[src/rtl/instruction_fetch_unit.sv]
// instruction_fetch_unit
//   Fetch stage: holds the PC, issues level req/ack fetches to instruction
//   memory, latches the returned word and offers it downstream through a
//   valid/ready handshake. Redirects are taken only when the held
//   instruction is accepted. A fetch that stays unacknowledged for
//   TIMEOUT_CYCLES request cycles parks the unit in HALT with Fetch_Err_o set.
//   Optional build macro: IFU_MISALIGN_TRAP_EN (misaligned redirect traps
//   instead of being silently word-aligned).
module instruction_fetch_unit #(
    parameter logic [31:0] RESET_PC       = 32'h0040_0000,
    parameter int unsigned TIMEOUT_CYCLES = 16
) (
    input  logic        clk,
    input  logic        reset,
    output logic        IMEM_Req_o,
    output logic [31:0] IMEM_Addr_o,
    input  logic        IMEM_Ack_i,
    input  logic [31:0] IMEM_Data_i,
    output logic [31:0] Instr_o,
    output logic [6:0]  Opcode_o,
    output logic        Instr_Valid_o,
    input  logic        Instr_Ready_i,
    output logic [31:0] PC_o,
    output logic [31:0] PC_Plus_4_o,
    input  logic        Redirect_i,
    input  logic [31:0] Target_i,
    output logic        Fetch_Err_o,
    output logic        Trap_o
);

    typedef enum logic [1:0] {
        IDLE  = 2'd0,
        FETCH = 2'd1,
        VALID = 2'd2,
        HALT  = 2'd3
    } state_t;

    localparam int unsigned CNT_W       = 16;
    localparam logic        TIMEOUT_EN  = (TIMEOUT_CYCLES != 0);
    // Count value seen in the last permitted unacknowledged FETCH cycle
    localparam logic [CNT_W-1:0] TIMEOUT_LAST = CNT_W'(TIMEOUT_CYCLES - 1);

    state_t             state_reg, state_next;
    logic [31:0]        pc_reg, pc_next;
    logic [31:0]        instr_reg, instr_next;
    logic               valid_reg, valid_next;
    logic [CNT_W-1:0]   wait_cnt_reg, wait_cnt_next;
    logic               fetch_err_reg, fetch_err_next;
`ifdef IFU_MISALIGN_TRAP_EN
    logic               trap_reg, trap_next;
`endif

    logic               accept;

    assign accept = valid_reg & Instr_Ready_i;

    // State and datapath registers, cleared asynchronously
    always_ff @(posedge clk or negedge reset) begin
        if (!reset) begin
            state_reg     <= IDLE;
            pc_reg        <= RESET_PC;
            instr_reg     <= 32'h0;
            valid_reg     <= 1'b0;
            wait_cnt_reg  <= '0;
            fetch_err_reg <= 1'b0;
`ifdef IFU_MISALIGN_TRAP_EN
            trap_reg      <= 1'b0;
`endif
        end else begin
            state_reg     <= state_next;
            pc_reg        <= pc_next;
            instr_reg     <= instr_next;
            valid_reg     <= valid_next;
            wait_cnt_reg  <= wait_cnt_next;
            fetch_err_reg <= fetch_err_next;
`ifdef IFU_MISALIGN_TRAP_EN
            trap_reg      <= trap_next;
`endif
        end
    end

    // Next-state logic: fetch, hold-until-accept, PC update, timeout
    always_comb begin
        state_next     = state_reg;
        pc_next        = pc_reg;
        instr_next     = instr_reg;
        valid_next     = valid_reg;
        wait_cnt_next  = wait_cnt_reg;
        fetch_err_next = fetch_err_reg;
`ifdef IFU_MISALIGN_TRAP_EN
        trap_next      = trap_reg;
`endif
        case (state_reg)
            IDLE: begin
                state_next = FETCH;
            end
            FETCH: begin
                if (IMEM_Ack_i) begin
                    // An ack in the final allowed cycle still wins over timeout
                    instr_next    = IMEM_Data_i;
                    valid_next    = 1'b1;
                    wait_cnt_next = '0;
                    state_next    = VALID;
                end else if (TIMEOUT_EN && (wait_cnt_reg == TIMEOUT_LAST)) begin
                    fetch_err_next = 1'b1;
                    state_next     = HALT;
                end else begin
                    wait_cnt_next = wait_cnt_reg + 1'b1;
                end
            end
            VALID: begin
                // Redirect is only meaningful on the accepting edge
                if (accept) begin
                    valid_next = 1'b0;
                    state_next = FETCH;
                    if (Redirect_i) begin
`ifdef IFU_MISALIGN_TRAP_EN
                        pc_next = Target_i;
                        if (Target_i[1:0] != 2'b00) begin
                            trap_next  = 1'b1;
                            state_next = HALT;
                        end
`else
                        pc_next = Target_i & ~32'h3;
`endif
                    end else begin
                        pc_next = pc_reg + 32'd4;
                    end
                end
            end
            HALT: begin
                // Frozen until reset
            end
            default: begin
                state_next = IDLE;
            end
        endcase
    end

    assign IMEM_Req_o    = (state_reg == FETCH);
    assign IMEM_Addr_o   = pc_reg;
    assign PC_o          = pc_reg;
    assign PC_Plus_4_o   = pc_reg + 32'd4;
    assign Instr_o       = instr_reg;
    assign Instr_Valid_o = valid_reg;
    // 7'h00 is a bubble for the decoder
    assign Opcode_o      = valid_reg ? instr_reg[6:0] : 7'h00;
    assign Fetch_Err_o   = fetch_err_reg;
`ifdef IFU_MISALIGN_TRAP_EN
    assign Trap_o        = trap_reg;
`else
    assign Trap_o        = 1'b0;
`endif

endmodule

[config.mk]
export PLATFORM = sky130hd
export DESIGN_NAME = instruction_fetch_unit
export DESIGN_NICKNAME = d
export VERILOG_FILES = /design/src/rtl/instruction_fetch_unit.sv
export SDC_FILE = /design/constraint.sdc
export NUM_CORES = 1
export LEC_CHECK = 0
export CORE_MARGIN = 2
export CORE_UTILIZATION = 47
export CTS_CLUSTER_SIZE = 16
export DETAILED_ROUTE_END_ITERATION = 10
export DONT_BUFFER_PORTS = 1
export MAX_ROUTING_LAYER = met4
export PLACE_DENSITY_LB_ADDON = 0.08
export SLEW_MARGIN = 20
export SYNTH_ARGS = -nofsm -noshare
export SYNTH_HDL_FRONTEND = slang
export SYNTH_SLANG_ARGS = --single-unit
[constraint.sdc]
create_clock -name clk -period 2 [get_ports clk]
set_clock_uncertainty 0.1 [all_clocks]
set_input_delay 0.3 -clock clk [delete_from_list [all_inputs] [get_ports clk]]
set_output_delay 0.3 -clock clk [all_outputs]
set_load 0.01 [all_outputs]
==> results.json <==
{
  "overflow": 0,
  "port_buffers": 0,
  "crit_path_start_kind": "register",
  "unrepaired_setup_endpoints_after_global_routing": "yes",
  "run_status": "finished, violations left",
  "powerDensity_nw_per_um2": 1070,
  "routed-via-count": 4256,
  "clock_latency_ns": 0.37,
  "remaining_drc_errors": 0,
  "fin_hold_ws_ns": -0.485,
  "critPathRequiredTime_ns": 1.60,
  "synth.yosys.warnings": 0,
  "synth.lib_cells_used.distinct": 56,
  "power.leakage_nw": 2.84,
  "first_global_vias": 4215,
  "hold_fix_buffers_at_cts": 36,
  "initial_core_util_pct": 48.7,
  "number_of_flip_flops_under_the_largest_register_name": 32,
  "yosysSeqAreaShare_pct": 42.9,
  "clock_sinks": 82,
  "layout-area-overhead-vs-synth_pct": 35.1,
  "gp_congestion": 0.792,
  "pre_cts_slack_ns": -0.0809,
  "post_synth_main_area_contributors": "sky130_fd_sc_hd__dfrtp_1 (42%), sky130_fd_sc_hd__mux2_2 (7.5%), sky130_fd_sc_hd__buf_4 (5.8%)",
  "synth_area_sq_um": 4780,
  "placedCellCount": 659,
  "clk_pin_slew_ns": 0.10,
  "hp-class": "input pin to async pin",
  "detail-route-antenna-nets": 0,
  "stdcell_count": 739,
  "minimum_clock_period_after_layout_ns": 2.34,
  "grt_max_degree": 83,
  "drt_first_pass_iters": 5,
  "placeableCoreArea_sq_um": 9820,
  "synth_flop_cell": "sky130_fd_sc_hd__dfrtp_1",
  "die_height_microns": 105,
  "io_pins": 208,
  "synth.most_common_cell": "sky130_fd_sc_hd__dfrtp_1",
  "final_layout_size_suffix_gt1_share_pct": 36.5,
  "layout_worst_path_cycle_share_pct": 117,
  "final_hold_viol_count": 82,
  "critical_path.slowest_cell": "sky130_fd_sc_hd__dfrtp_1",
  "grt_first_pass_wirelength_microns": 21500,
  "netlist.area_leader.share_pct": 42.4,
  "worstPathArrival_ns": 1.94,
  "antenna_cells_inserted": 0,
  "cap_violations": 0,
  "final_setup_fails": 29,
  "die_w_microns": 105,
  "syn-mean-instance-area_sq_um": 9.43,
  "finalWirelength_microns": 13600,
  "die-area_sq_um": 11000,
  "via_per_inst": 5.76,
  "global_route.usage.total_pct": 24.9,
  "max_freq_mhz": 428,
  "max_stage_delay_ns": 0.41,
  "cts_htree_levels": 3,
  "critPathCaptureType": "output port",
  "cts_tree": "yes",
  "synth-async-reset-ratio_pct": 100,
  "net_count_final": 672,
  "ir_drop_uv": 863,
  "cts_made_buffers": 9,
  "post-route-worst-setup-slack_ns": -0.337,
  "worstPathCellList": "nand3_1, nor3_4, buf_4, and3_1, xnor2_1, buf_4",
  "place_hpwl_microns": 8680,
  "critical_path.max_fanout": 4,
  "synth_edf_count": 0,
  "synth.largest_area_cell": "sky130_fd_sc_hd__dfrtp_1",
  "final_count_of_pins_violating_max_slew": 0,
  "violations": "hold timing, setup timing",
  "criticalPathCategory": "register to output port",
  "syn_inst_count": 507,
  "antenna_violations_before_repair": 0,
  "num_rows": 36,
  "synth.top_cells.by_count": "sky130_fd_sc_hd__dfrtp_1 (81), sky130_fd_sc_hd__nand2_1 (50), sky130_fd_sc_hd__buf_4 (37), sky130_fd_sc_hd__nand3_1 (33), sky130_fd_sc_hd__mux2_2 (32)",
  "most_frequent_cell_on_the_critical_path": "sky130_fd_sc_hd__buf_4",
  "root_buffer": "sky130_fd_sc_hd__clkbuf_8",
  "cts_max_path_buffers": 2,
  "first_iter_violations": 230,
  "nFillCells": 832,
  "yosys_register_bits": 82,
  "wl_per_cell_microns": 18.5
}
-- per-stage QoR --
stage	instance area [sq um]	utilization [%]	TNS (ns)	power, mW
floorplan	4880	-	-0.0782	4.74
global placement	5270	53.6	-0.0933	5.21
detailed placement	5270	53.6	-0.340	5.27
CTS	6220	63.4	-5.66	6.82
global route	6460	65.8	-9.34	7.36
finish	6460	65.8	-5.65	6.94
-- area by class of cell --
cell class / instances / area (sq um) / share of cell area, %
Multi-Input combinational cell: 359 / 2760 / 42.6
Sequential cell: 82 / 2060 / 31.8
Timing Repair Buffer: 141 / 1250 / 19.3
Tap cell: 133 / 166 / 2.57
Clock buffer: 9 / 124 / 1.92
Clock inverter: 7 / 81.3 / 1.26
Inverter: 8 / 30.0 / 0.465
-- worst max-delay path: cells and delay by family (launching register included) --
kind / cells / cell delay (ns)
buf+inv: 2 / 0.32
xor+xnor: 1 / 0.14
simple gates: 3 / 0.69
flops: 1 / 0.41
-- path summary, 6_finish.rpt --
kind | to | depth (start not counted) | slack, ns | start
worst min register to register | wait_cnt_reg[15]$_DFFE_PN0P_ | 1 | 0.43 | wait_cnt_reg[15]$_DFFE_PN0P_
max in group asynchronous | IMEM_Addr_o[22]$_DFFE_PN1P_ | 0 | 2.09 | reset
worst max-delay path | PC_Plus_4_o[12] | 6 | -0.34 | IMEM_Addr_o[5]$_DFFE_PN0P_
min in group clk | IMEM_Addr_o[31]$_DFFE_PN0P_ | 1 | 0.03 | Redirect_i
worst min-delay path | IMEM_Addr_o[23]$_DFFE_PN0P_ | 0 | -0.49 | reset
worst max register to register | IMEM_Addr_o[28]$_DFFE_PN0P_ | 7 | -0.15 | IMEM_Addr_o[5]$_DFFE_PN0P_
-- power breakdown --
part	leakage (nW)	internal, mW	switching, mW
Combinational	1.76	1.29	1.54
Clock	0.104	0.501	0.754
Sequential	0.982	2.23	0.632
Total	2.84	4.02	2.92
-- layer usage --
metal / vias to the layer above / track usage, % / wire [microns]
li1: 1982 / - / -
met1: 2095 / 30.8 / 5450
met4: 0 / 5.14 / 107
met2: 168 / 41.8 / 7140
met5: - / - / 0
met3: 11 / 6.05 / 941
-- cell families after synthesis --
family,count (synthesis),synth area share (%)
AOI/OAI and AO/OA,103,13.3
xor gates and xnor gates,28,5.13
adders and majority gates,2,0.523
buffers and inverters,73,9.34
DFF,82,42.9
muxes,35,8.16
other,1,0.0784
and+or+nand+nor,183,20.6
-- placed cells by master, fill, tap and decap left out, drive strengths merged, types with 2 or more instances in the layout --
master         n
ha             2
o2bb2ai        2
a2bb2oi        4
xnor2         18
clkinv         4
a311o          3
conb           7
a31oi         10
buf          105
o21ai         32
a22oi          4
nor3b          3
nand4         16
a41oi          2
mux2          32
or2            2
nor2          22
a21oi         28
a22o           2
dlygate4sd3   36
nand2         50
or3            2
nand3         33
nor3          10
o22ai          4
o21a           3
xor2          10
and2           8
and3          14
nor4          10
or4           10
inv           11
a21o           2
clkbuf         9
dfrtp         81
mux2i          3
o31ai          2
-- timing repair --
| action | in CTS | in global routing |
|---|---|---|
| cloned | 1 | 0 |
| gates resized for setup | 42 | 35 |
| setup endpoints to repair | 39 | 51 |
| buffers inserted | 19 | 10 |
| pin swaps | 26 | 36 |
| endpoints found under the hold margin | 117 | 82 |
Power figures use the tool's default switching activity.
